===== config.mk =====
export PLATFORM = sky130hd
export DESIGN_NAME = cd4022_sequence_monitor
export DESIGN_NICKNAME = d
export VERILOG_FILES = /design/src/rtl/cd4022_pkg.sv /design/src/rtl/cd4022_onehot_decode.sv /design/src/rtl/cd4022_sequence_monitor.sv
export SDC_FILE = /design/constraint.sdc
export NUM_CORES = 1
export LEC_CHECK = 0
export CORE_MARGIN = 1.5
export CORE_UTILIZATION = 40
export DETAILED_ROUTE_END_ITERATION = 16
export SLEW_MARGIN = 40
export SYNTH_ARGS = -nofsm -noshare
export SYNTH_HDL_FRONTEND = slang
export SYNTH_SLANG_ARGS = --single-unit

===== constraint.sdc =====
create_clock -name CLOCK -period 7.25 [get_ports CLOCK]
set_clock_uncertainty 0.1 [all_clocks]
set_input_delay 1.45 -clock CLOCK [delete_from_list [all_inputs] [get_ports CLOCK]]
set_output_delay 1.45 -clock CLOCK [all_outputs]
set_load 0.01 [all_outputs]

===== src/rtl/cd4022_pkg.sv =====
// Shared types and constants for the CD4022 sequence monitor.
// Holds the FSM states, fault codes and the stage-to-carry mapping.
package cd4022_pkg;

   localparam int STAGES = 8;

   typedef enum logic [1:0] {
      SYNC,
      TRACK,
      FAULT
   } state_t;

   localparam logic [1:0] ERR_NONE   = 2'd0;
   localparam logic [1:0] ERR_ONEHOT = 2'd1;
   localparam logic [1:0] ERR_CARRY  = 2'd2;
   localparam logic [1:0] ERR_STEP   = 2'd3;

   // Carry is high for stages 0-3 and low for stages 4-7.
   function automatic logic expected_carry(input logic [2:0] index);
      return (index < 3'd4);
   endfunction

endpackage


===== src/rtl/cd4022_onehot_decode.sv =====
// Combinational one-hot check and binary index of eight stage outputs.
// The index is only meaningful when onehot is high.
module cd4022_onehot_decode
   import cd4022_pkg::*;
(
   input  logic [STAGES-1:0] stage_bits,
   output logic              onehot,
   output logic [2:0]        index
);

   logic [3:0] ones;

   always_comb begin
      ones  = 4'd0;
      index = 3'd0;
      for (int i = 0; i < STAGES; i++) begin
         if (stage_bits[i]) begin
            ones  = ones + 4'd1;
            index = 3'(i);
         end
      end
      onehot = (ones == 4'd1);
   end

endmodule


===== src/rtl/cd4022_sequence_monitor.sv =====
// Reconstructs the CD4022 binary count, counts 7->0 wraps and
// latches the first illegal pattern or step until cleared.
module cd4022_sequence_monitor
   import cd4022_pkg::*;
#(
   parameter int CYCLE_WIDTH = 16
) (
   input  logic                   CLOCK,
   input  logic                   RESET,
   input  logic [7:0]             OUT_IN,
   input  logic                   CARRY_IN,
   input  logic                   CLEAR_ERROR,
   output logic [2:0]             COUNT,
   output logic                   COUNT_VALID,
   output logic                   STEP,
   output logic                   RESYNC,
   output logic [CYCLE_WIDTH-1:0] CYCLES,
   output logic                   ERROR,
   output logic [1:0]             ERROR_CODE
);

   logic [7:0] out_q;
   logic       carry_q;
   logic       onehot;
   logic [2:0] index;
   logic       carry_ok;
   logic       legal;
   logic [2:0] count_inc;

   state_t                 state_q, state_d;
   logic [2:0]             count_q, count_d;
   logic [CYCLE_WIDTH-1:0] cycles_q, cycles_d;
   logic                   step_q, step_d;
   logic                   resync_q, resync_d;
   logic [1:0]             code_q, code_d;

   // Reset value decodes as a legal stage-0 sample.
   always_ff @(posedge CLOCK) begin
      if (RESET) begin
         out_q   <= 8'h01;
         carry_q <= 1'b1;
      end else begin
         out_q   <= OUT_IN;
         carry_q <= CARRY_IN;
      end
   end

   cd4022_onehot_decode u_decode (
      .stage_bits (out_q),
      .onehot     (onehot),
      .index      (index)
   );

   assign carry_ok  = (carry_q == expected_carry(index));
   assign legal     = onehot && carry_ok;
   assign count_inc = count_q + 3'd1;

   always_comb begin
      state_d  = state_q;
      count_d  = count_q;
      cycles_d = cycles_q;
      code_d   = code_q;
      step_d   = 1'b0;
      resync_d = 1'b0;
      unique case (state_q)
         SYNC: begin
            if (legal) begin
               state_d = TRACK;
               count_d = index;
            end
         end
         TRACK: begin
            if (!onehot) begin
               state_d = FAULT;
               code_d  = ERR_ONEHOT;
            end else if (!carry_ok) begin
               state_d = FAULT;
               code_d  = ERR_CARRY;
            end else if (index == count_q) begin
               count_d = count_q;
            end else if (index == count_inc) begin
               count_d = index;
               step_d  = 1'b1;
               if (count_q == 3'd7)
                  cycles_d = cycles_q + {{(CYCLE_WIDTH-1){1'b0}}, 1'b1};
            end else if (index == 3'd0) begin
               count_d  = index;
               resync_d = 1'b1;
            end else begin
               state_d = FAULT;
               code_d  = ERR_STEP;
            end
         end
         FAULT: begin
            if (CLEAR_ERROR) begin
               state_d = SYNC;
               code_d  = ERR_NONE;
            end
         end
         default: begin
            state_d = SYNC;
            code_d  = ERR_NONE;
         end
      endcase
   end

   always_ff @(posedge CLOCK) begin
      if (RESET) begin
         state_q  <= SYNC;
         count_q  <= 3'd0;
         cycles_q <= '0;
         step_q   <= 1'b0;
         resync_q <= 1'b0;
         code_q   <= ERR_NONE;
      end else begin
         state_q  <= state_d;
         count_q  <= count_d;
         cycles_q <= cycles_d;
         step_q   <= step_d;
         resync_q <= resync_d;
         code_q   <= code_d;
      end
   end

   assign COUNT       = count_q;
   assign COUNT_VALID = (state_q == TRACK);
   assign STEP        = step_q;
   assign RESYNC      = resync_q;
   assign CYCLES      = cycles_q;
   assign ERROR       = (state_q == FAULT);
   assign ERROR_CODE  = code_q;

endmodule


Word level (Yosys, flattened, before mapping)
Cells that the tools add are included.
{"block": "word_totals", "output_inout_bits": 25, "regBits": 34, "in_bits": 12}
{"block": "op_classes", "n_addsub": 9, "mux": 38, "bitwise_logic": 5, "eq_ne": 16, "order_cmp": 1, "reduce_logical": 10}
{"cell": "$mux W3", "count": 10}
{"cell": "$mux W2", "count": 14}
{"cell": "$mux W4", "count": 7}
{"cell": "$add A4 B1 Y4 const B", "count": 6}
{"cell": "$add A16 B1 Y16 const B", "count": 1}
{"cell": "$ne A4 B4 Y1 const B", "count": 3}
{"cell": "$pmux W2 S3", "count": 2}
{"cell": "$reduce_and A6 Y1", "count": 2}
{"cell": "$reduce_and A5 Y1", "count": 2}
{"cell": "$ne A2 B2 Y1 const B", "count": 4}
{"cell": "$eq A3 B3 Y1", "count": 2}
{"cell": "$pmux W3 S2", "count": 1}
{"cell": "$reduce_or A6 Y1", "count": 1}
{"cell": "$not A1 Y1", "count": 5}
{"cell": "$reduce_or A5 Y1", "count": 1}
{"cell": "$eq A4 B1 Y1 const B", "count": 1}
{"cell": "$mux W1", "count": 4}
{"cell": "$add A3 B1 Y3 const B", "count": 1}
{"cell": "$eq A3 B3 Y1 const B", "count": 1}
{"cell": "$logic_not A3 Y1", "count": 1}
{"cell": "$lt A3 B3 Y1 const B", "count": 1}
{"cell": "$ne A3 B1 Y1 const B", "count": 1}
{"cell": "$add A1 B1 Y2 const B", "count": 1}
{"cell": "$eq A2 B1 Y1 const B", "count": 1}
{"cell": "other kinds (6)", "count": 6}

Logic depth before layout (Yosys ltp)
Gate-level depths: netlist (run 1).
{"block": "logic_depth", "ltp_word": 19, "ltp_mapped": 25, "ltp_nobuf": 23}

By module
From an unflattened synthesis (run 1), not the netlist that was laid out.
{"block": "unflattened", "hier_cells": 255, "hier_area_um2": 2203.4}
{"module": "cd4022_sequence_monitor", "instances": 1, "seq_area_each_um2": 680.7, "cells_each": 177, "area_each_um2": 1585.3}
{"module": "cd4022_onehot_decode", "instances": 1, "seq_area_each_um2": 0.0, "cells_each": 78, "area_each_um2": 618.1}

Worst setup path after synthesis (run 1)
No wires, ideal clock.
{"block": "synth_path", "kind": "reg-to-reg", "from": "register out_q[0]", "to": "register cycles_q[14] (netlist: CYCLES[14])", "t_required_ps": 7079, "arrival_ps": 5074, "n_path_buf": 1, "synth_period_minus_slack_ps": 5245, "path_stages_with_launch": 24, "slack_ps": 2005, "path_cell_list": "dfxtp_1 inv_1 ha_1 xor2_1 ha_1 mux2_2 ha_1 inv_1 a21oi_1 ha_1 nand2_1 inv_1 a2111oi_0 nor2_1 ha_1 nand2_1 xnor3_1 xnor2_1 o311ai_0 or4_4 a21o_1 buf_6 or4_1 a21oi_1"}
{"block": "synth_between", "elab_chain_len": 17}
{"element": "start, declared", "line_no": "cd4022_sequence_monitor.sv:22", "source": "logic [7:0] out_q;"}
{"element": "start signal, assigned", "line_no": "cd4022_sequence_monitor.sv:40", "source": "out_q <= 8'h01;"}
{"element": "start signal, assigned", "line_no": "cd4022_sequence_monitor.sv:43", "source": "out_q <= OUT_IN;"}
{"element": "$mux W1 *", "line_no": "cd4022_onehot_decode.sv:17", "source": "if (stage_bits[i]) begin"}
{"element": "$add A1 B1 Y2", "line_no": "cd4022_onehot_decode.sv:18", "source": "ones = ones + 4'd1;"}
{"element": "$mux W4 *", "line_no": "cd4022_onehot_decode.sv:17"}
{"element": "$add A4 B1 Y4", "line_no": "cd4022_onehot_decode.sv:18"}
{"element": "$mux W4 *", "line_no": "cd4022_onehot_decode.sv:17"}
{"element": "$add A4 B1 Y4", "line_no": "cd4022_onehot_decode.sv:18"}
{"element": "$mux W4 *", "line_no": "cd4022_onehot_decode.sv:17"}
{"element": "$add A4 B1 Y4", "line_no": "cd4022_onehot_decode.sv:18"}
{"element": "$mux W4 *", "line_no": "cd4022_onehot_decode.sv:17"}
{"element": "$add A4 B1 Y4", "line_no": "cd4022_onehot_decode.sv:18"}
{"element": "$mux W4 *", "line_no": "cd4022_onehot_decode.sv:17"}
{"element": "$add A4 B1 Y4", "line_no": "cd4022_onehot_decode.sv:18"}
{"element": "$mux W4 *", "line_no": "cd4022_onehot_decode.sv:17"}
{"element": "$add A4 B1 Y4", "line_no": "cd4022_onehot_decode.sv:18"}
{"element": "$mux W4 *", "line_no": "cd4022_onehot_decode.sv:17"}
{"element": "$eq A4 B1 Y1 *", "line_no": "cd4022_onehot_decode.sv:22", "source": "onehot = (ones == 4'd1);"}
{"element": "$reduce_and A6 Y1 (no source line) *"}
{"element": "end signal, assigned", "line_no": "cd4022_sequence_monitor.sv:118", "source": "cycles_q <= cycles_d;"}
{"element": "end, declared", "line_no": "cd4022_sequence_monitor.sv:32", "source": "logic [CYCLE_WIDTH-1:0] cycles_q, cycles_d;"}
Mark *: on every way between the ends. The rest lies on a longest branch, timed or not.
A chain may end at the register's enable or synchronous reset.

Final worst setup path (run 1)
{"block": "layout_path", "from": "register out_q[2]", "to": "register cycles_q[9] (netlist: CYCLES[9])"}
{"block": "layout_between", "elab_chain_len": 13, "elab_cells_between_ends": 24, "cone_classes": "5 x add/sub; 1 x order compare; 4 x eq/ne; 12 x mux; 1 x bitwise; 1 x reduce/logical"}
{"element": "$mux W4", "line_no": "cd4022_onehot_decode.sv:17"}
{"element": "$add A4 B1 Y4", "line_no": "cd4022_onehot_decode.sv:18"}
{"element": "$mux W4", "line_no": "cd4022_onehot_decode.sv:17"}
{"element": "$add A4 B1 Y4", "line_no": "cd4022_onehot_decode.sv:18"}
{"element": "$mux W4", "line_no": "cd4022_onehot_decode.sv:17"}
{"element": "$add A4 B1 Y4", "line_no": "cd4022_onehot_decode.sv:18"}
{"element": "$mux W4", "line_no": "cd4022_onehot_decode.sv:17"}
{"element": "$add A4 B1 Y4", "line_no": "cd4022_onehot_decode.sv:18"}
{"element": "$mux W4", "line_no": "cd4022_onehot_decode.sv:17"}
{"element": "$add A4 B1 Y4", "line_no": "cd4022_onehot_decode.sv:18"}
{"element": "$mux W4", "line_no": "cd4022_onehot_decode.sv:17"}
{"element": "$eq A4 B1 Y1", "line_no": "cd4022_onehot_decode.sv:22"}
{"element": "$reduce_and A6 Y1 (no source line) *"}
Marks and branches as above.

==> metrics.yaml, run 1 <==
chipHeight_um: 78.1
final_cell_mix: "clkdlybuf4s50_1, dfxtp_1, a21oi_1, nand2_1, nor2_1"
hold_path_class: "reg -> reg"
grt_antenna_before_repair: 0
grt_busiest_layer: "met2"
grt_overflow: 0
yosysSeqAreaShare: 0.302
synthArstFlopShare: 0
hold_ws_ns: 0.372
grtUsageTotal: 0.180
io_buffers: 36
io_pins: 37
fin_cells: 373
path_clk_slew_ns: 0.07
placed_cells: 365
fillers: 549
timing.fmax_ghz: 0.171
drive_above_1_share: 0.0698
status: "finished, final reports clean"
grt_use_met3: 0.0442
synth_top_cell_area_share: 0.302
dieWidth_um: 78.1
ys_warn_count: 0
nNetsFinal: 322
ctsRootBufferMaster: "clkbuf_8"
dr.pass1.iters: 4
worst_slew_pin_slew_ns: 0.630
met2_usage: 0.288
cp-end-kind: "flip-flop"
syn_avg_cell_area_um2: 8.32
finalWorstSetupSlack_ns: 1.41
start_util: 0.412
num_antenna_cells: 0
postCtsSetupBuffers: 0
leakagePower_nw: 0.988
hpwl_mm: 3.75
cts.sinks: 34
max-cap-violations: 0
maxSlewViolCount: 0
path_max_fanout: 22
htreeDepth: 2
rows: 27
cp.required_ns: 7.37
crit_type: "reg -> reg"
viasPerCell: 5.55
min_period_over_period: 0.806
hold_viol_final: 0
worst_skew_pair.late_latency_ns: 0.29
grt_pass1_wl_mm: 8.80
cp.arrival_ns: 5.96
fin_util: 0.501
synth_top_cell_by_area: "dfxtp_1"
drt_iter0_drc: 132
layout_commonest_cell: "clkdlybuf4s50_1"
routedWlPerCell_um: 13.6
die-area_um2: 6100
ctsHoldBuffers: 0
grt.met1_usage: 0.231
ys_ff_latch: 34
cts_buffers: 5
rsz0062_at_grt: "no"
coreArea_um2: 5470
clockBufferDepth: 2
drtAntennaViolNets: 0
netlist_area_um2: 2260
synth_cell_types: 54
setup_tns_ns: 0
peakVddDrop_uv: 107
seqCellArea_um2: 681
synthCells: 271
synth_area_leaders: "dfxtp_1, ha_1, a21oi_1"
cts_resized: 0
worstSetupStartpointType: "flip-flop"
ys.flop_type: "dfxtp_1"
cellPowerDensity_nw_per_um2: 185
period_minus_slack_ns: 5.84
synth_edf_count: 0
syn_nets: 293
slew_headroom: 0.580
multi_input_area_um2: 1470
cts_tree: "done"
drc_errors: 0
setup_viol: 0
grt_max_degree: 36
gp_congestion: 0.860
dp_worst_setup_slack_ns: 1.44
wl_mm: 5.08
routed-via-count: 2070
grt_pass1_vias: 1912
syn_to_final_growth_pct: 21.6
==> logic make-up after synthesis <==
| group | count (synthesis) | share of synthesized area |
|---|---|---|
| muxes | 4 | 0.0189 |
| AOI/OAI and AO/OA | 72 | 0.213 |
| xor gates and xnor gates | 17 | 0.0960 |
| adders and majority gates | 10 | 0.0555 |
| DFF | 34 | 0.302 |
| and+or+nand+nor | 109 | 0.270 |
| buffers and inverters | 25 | 0.0455 |
==> metal layers <==
metal,wire length [µm],part of all wire
met5,0,0
met4,76,0.015
met3,212,0.042
met2,2320,0.46
met1,2470,0.49
==> final timing paths <==
path / start / endpoint / slack [ns] / cells past startpoint
max: out_q[2]$_SDFF_PP0_ / CYCLES[9]$_SDFFE_PP0P_ / 1.41 / 21
min: ERROR_CODE[1]$_SDFFE_PP0P_ / ERROR_CODE[1]$_SDFFE_PP0P_ / 0.37 / 2
min reg2reg: ERROR_CODE[1]$_SDFFE_PP0P_ / ERROR_CODE[1]$_SDFFE_PP0P_ / 0.37 / 2
max reg2reg: out_q[2]$_SDFF_PP0_ / CYCLES[9]$_SDFFE_PP0P_ / 1.41 / 21
==> cells in the mapped netlist, types with 4 or more instances <==
master    count
dfxtp_1      34
a21oi_1      22
nand2_1      21
nor2_1       15
clkbuf_1     13
nor2b_1      12
o21ai_0      12
ha_1         10
inv_1        10
xnor2_1       9
or3_1         8
or4_1         8
nand3_1       7
o31ai_1       7
nor3_1        6
nand2b_1      5
or2_2         5
a211o_1       4
and3_1        4
nor4_1        4
o21ai_1       4
==> area by class of cell <==
cell class                 instances  area share
multi-input combinational        212       0.537
inverter                          10      0.0137
sequential                        34       0.248
timing repair buffer              37       0.134
clock inverter                     2     0.00456
clock buffer                       6      0.0301
tap                               72      0.0328
==> flip-flops by register name (all words and copies together) (netlist names) <==
signal,flops
out_q,8
STEP,1
state_q,2
RESYNC,1
carry_q,1
CYCLES,16
COUNT,3
ERROR_CODE,2
==> through the flow <==
step | power (mW) | area, µm²
floorplan | 0.324 | 2260
global placement | 0.364 | 2650
detailed placement | 0.365 | 2650
CTS | 0.512 | 2740
global route | 0.545 | 2740
finish | 0.507 | 2740
==> worst max-delay path, cell delays in order (launching register included) <==
cell and delay, ns:
dfxtp_1 0.55, nor2_1 0.08, a21oi_1 0.29, ha_1 0.31
mux2_2 0.29, ha_1 0.29, inv_1 0.09, a21oi_1 0.07
ha_1 0.31, nand2_1 0.11, inv_1 0.05, a2111oi_0 0.51
nor2_1 0.09, ha_1 0.19, nand2_1 0.08, xnor3_1 0.31
xnor2_1 0.14, o311ai_0 0.18, or4_4 0.60, a21o_1 0.40
or4_1 0.58, a21oi_1 0.15
==> power by group <==
part           internal (mW)  switching [mW]  total [mW]  leakage, nW
registers              0.195          0.0156       0.211        0.277
clock network         0.0763          0.0694       0.146       0.0472
logic                 0.0745          0.0762       0.151        0.664
Note: power is estimated with default switching activity, not from simulation.
==> inputs of run 2 (changes only) <==
--- a/config.mk
+++ b/config.mk
@@ -8,6 +8,7 @@
 export CORE_MARGIN = 1.5
 export CORE_UTILIZATION = 40
 export DETAILED_ROUTE_END_ITERATION = 16
+export PLACE_DENSITY = 0.65
 export SLEW_MARGIN = 40
 export SYNTH_ARGS = -nofsm -noshare
 export SYNTH_HDL_FRONTEND = slang
==> constraint.sdc (replaced) <==
create_clock -name CLOCK -period 4.9 [get_ports CLOCK]
set_clock_uncertainty 0.1 [all_clocks]
set_input_delay 0.98 -clock CLOCK [delete_from_list [all_inputs] [get_ports CLOCK]]
set_output_delay 0.98 -clock CLOCK [all_outputs]
set_load 0.01 [all_outputs]
==> metrics.yaml, run 2 (synthesis results as in run 1) <==
layout_commonest_cell: "clkdlybuf4s50_1"
multi_input_area_um2: 1720  # +17%
cp-end-kind: "flip-flop"
routedWlPerCell_um: 14.7  # +7.6%
grt_antenna_before_repair: 0  # unchanged
start_util: 0.412  # unchanged
cpMaxStageDelayCell: "or4_4"
combPwrFrac: 0.397  # +0.100
io_pins: 37  # unchanged
worst_slew_pin_slew_ns: 0.796  # +0.165 ns
finalWorstSetupSlack_ns: -0.196  # -1.60 ns
grt_overflow: 0  # unchanged
dr.pass1.iters: 5  # +1
status: "finished with violations"
cpMostUsedCell: "ha_4"
worst_skew_pair.late_latency_ns: 0.28  # about the same
netSwitchingFraction: 0.330  # +0.0123
seqPwrFrac: 0.371  # -0.045
io_buffers: 36  # unchanged
path_cells: "inv_2 -> ha_4 -> xor2_1 -> ha_1 -> mux2_4 -> ha_4 -> inv_4 -> a21oi_4 -> ha_4 -> nand2_4 -> inv_4 -> a2111oi_4 -> nor2_2 -> ha_4 -> nand2_1 -> xnor3_1 -> xnor2_1 -> o311ai_2 -> or4_4 -> a21o_4 -> or4_4 -> a21oi_2"
cts_buffers: 5  # unchanged
leakagePower_nw: 1.11  # +13%
critical-path-max-stage-delay_ns: 0.51  # -0.09 ns
dieWidth_um: 78.1  # unchanged
grt_max_degree: 36  # unchanged
grt_pass1_wl_mm: 9.82  # +12%
clockPowerShare: 0.231  # -0.056
period_minus_slack_ns: 5.10  # -0.746 ns
ctsRootBufferMaster: "clkbuf_8"
routed-via-count: 2210  # +6.8%
max-cap-violations: 0  # unchanged
fin_util: 0.575  # +0.0738
drtAntennaViolNets: 0  # unchanged
coreArea_um2: 5470  # unchanged
seqCellArea_um2: 683  # +0.37%
nNetsFinal: 345  # +7.1%
final_cell_mix: "clkdlybuf4s50_1, dfxtp_1, buf_4, nand2_1, a21oi_1"
gp_congestion: 0.862  # +0.26%
grt_pass1_vias: 2141  # +12%
largest_reg_flops: 16  # unchanged
path_clk_slew_ns: 0.07  # about the same
hold_viol_final: 0  # unchanged
chipHeight_um: 78.1  # unchanged
rsz0062_at_grt: "yes"
hold_ws_ns: 0.370  # -0.00183 ns
worstSetupStartpointType: "flip-flop"
cts.sinks: 34  # unchanged
path_max_fanout: 8  # -64%
crit_type: "reg -> reg"
min_period_over_period: 1.04  # +0.234
setup_viol: 13  # +13
p_switching_mw: 0.276  # +71%
violations: "setup timing"
worst-path-buf-inv: 3  # +1
timing.fmax_ghz: 0.196  # +15%
peakVddDrop_uv: 117  # +9.9%
clockBufferDepth: 2  # unchanged
num_antenna_cells: 0  # unchanged
die-area_um2: 6100  # unchanged
fillers: 522  # -4.9%
slew_headroom: 0.466  # -0.114
hpwl_mm: 3.83  # +2.1%
drive_above_1_share: 0.232  # +0.162
crit_family: "simple AND/OR/NAND/NOR gates"
cellPowerDensity_nw_per_um2: 266  # +44%
hold_path_class: "reg -> reg"
syn_to_final_growth_pct: 39.5
drt_iter0_drc: 138  # +4.5%
viasPerCell: 5.59  # +0.82%
cp.arrival_ns: 5.22  # -0.74 ns
grtUsageTotal: 0.197  # +0.0177
intPower_mw: 0.560  # +62%
rows: 27  # unchanged
cts_tree: "done"
cp.required_ns: 5.02  # -2.35 ns
drc_errors: 0  # unchanged
maxSlewViolCount: 0  # unchanged
wl_mm: 5.79  # +14%
htreeDepth: 2  # unchanged
==> run 2: cell count changes in the layout (fill, tap and decap cells not counted), sizes merged <==
cell	delta
buf	+22
clkbuf	+1
a21o	+1
clkinvlp	-1
clkinv	-1
==> run 2: per-stage QoR <==
step | total power [mW] | worst slack [ns] | cells | TNS, ns | cell area, µm²
2_1_floorplan | 0.491 | -0.0275 | 271 | -0.101 | 2320
3_3_place_gp | 0.564 | -0.253 | 378 | -2.48 | 2800
3_5_place_dp | 0.567 | -0.373 | 378 | -4.10 | 2800
4_1_cts | 0.779 | -0.175 | 391 | -1.70 | 2980
5_1_grt | 0.894 | -0.426 | 395 | -6.78 | 3150
6_report | 0.836 | -0.196 | 395 | -1.73 | 3150
==> run 2: worst paths after layout <==
kind,startpoint,endpoint,slack [ns],cells past startpoint
hold reg to reg,ERROR_CODE[1]$_SDFFE_PP0P_,ERROR_CODE[1]$_SDFFE_PP0P_,0.37,2
hold / removal,ERROR_CODE[1]$_SDFFE_PP0P_,ERROR_CODE[1]$_SDFFE_PP0P_,0.37,2
setup reg to reg,out_q[1]$_SDFF_PP0_,CYCLES[14]$_SDFFE_PP0P_,-0.20,22
setup / recovery,out_q[1]$_SDFF_PP0_,CYCLES[14]$_SDFFE_PP0P_,-0.20,22
==> run 2: repair_timing <==
action                     4_1_cts  5_1_grt
buffers inserted                 6        4
setup endpoints to repair       18       23
pin swaps                       25       13
hold buffers                     0        0
gates resized for setup         10       25
gates cloned                     1        0
==> run 2: per-layer routing <==
metal	track usage	vias to the layer above	share of wire
li1	-	1108	-
met1	0.247	1048	0.45
met2	0.339	47	0.50
met4	0.0607	0	0.013
met5	0	-	0
met3	0.0407	7	0.035
==> run 2: power by group through the flow <==
| stage | Combinational [mW] | Clock, mW | Sequential [mW] |
|---|---|---|---|
| 6_report | 0.332 | 0.193 | 0.311 |
| 5_1_grt | 0.367 | 0.213 | 0.313 |
| 4_1_cts | 0.269 | 0.199 | 0.310 |
| 3_5_place_dp | 0.251 | 0 | 0.317 |
| 3_3_place_gp | 0.248 | 0 | 0.316 |
| 2_1_floorplan | 0.181 | 0 | 0.310 |
==> run 2: worst min-delay path, cell delays in order (launching register included) <==
cell and delay [ns]:
dfxtp_1 0.32, nand2_1 0.06, a21oi_1 0.05
==> run 2: area by class of cell <==
cell class / count / share of cell area
Multi-Input combinational cell: 213 / 0.547
Tap cell: 72 / 0.0286
Clock buffer: 7 / 0.0242
Inverter: 10 / 0.0135
Sequential cell: 34 / 0.217
Timing Repair Buffer: 59 / 0.169
==> inputs of run 3 (changes only) <==
--- a/config.mk
+++ b/config.mk
@@ -9,7 +9,7 @@
 export CORE_UTILIZATION = 40
 export DETAILED_ROUTE_END_ITERATION = 16
 export PLACE_DENSITY = 0.65
-export SLEW_MARGIN = 40
+export SLEW_MARGIN = 20
 export SYNTH_ARGS = -nofsm -noshare
 export SYNTH_HDL_FRONTEND = slang
 export SYNTH_SLANG_ARGS = --single-unit
==> results of run 3 <==
No change in the layout: final DEF, timing and power equal those of run 2.
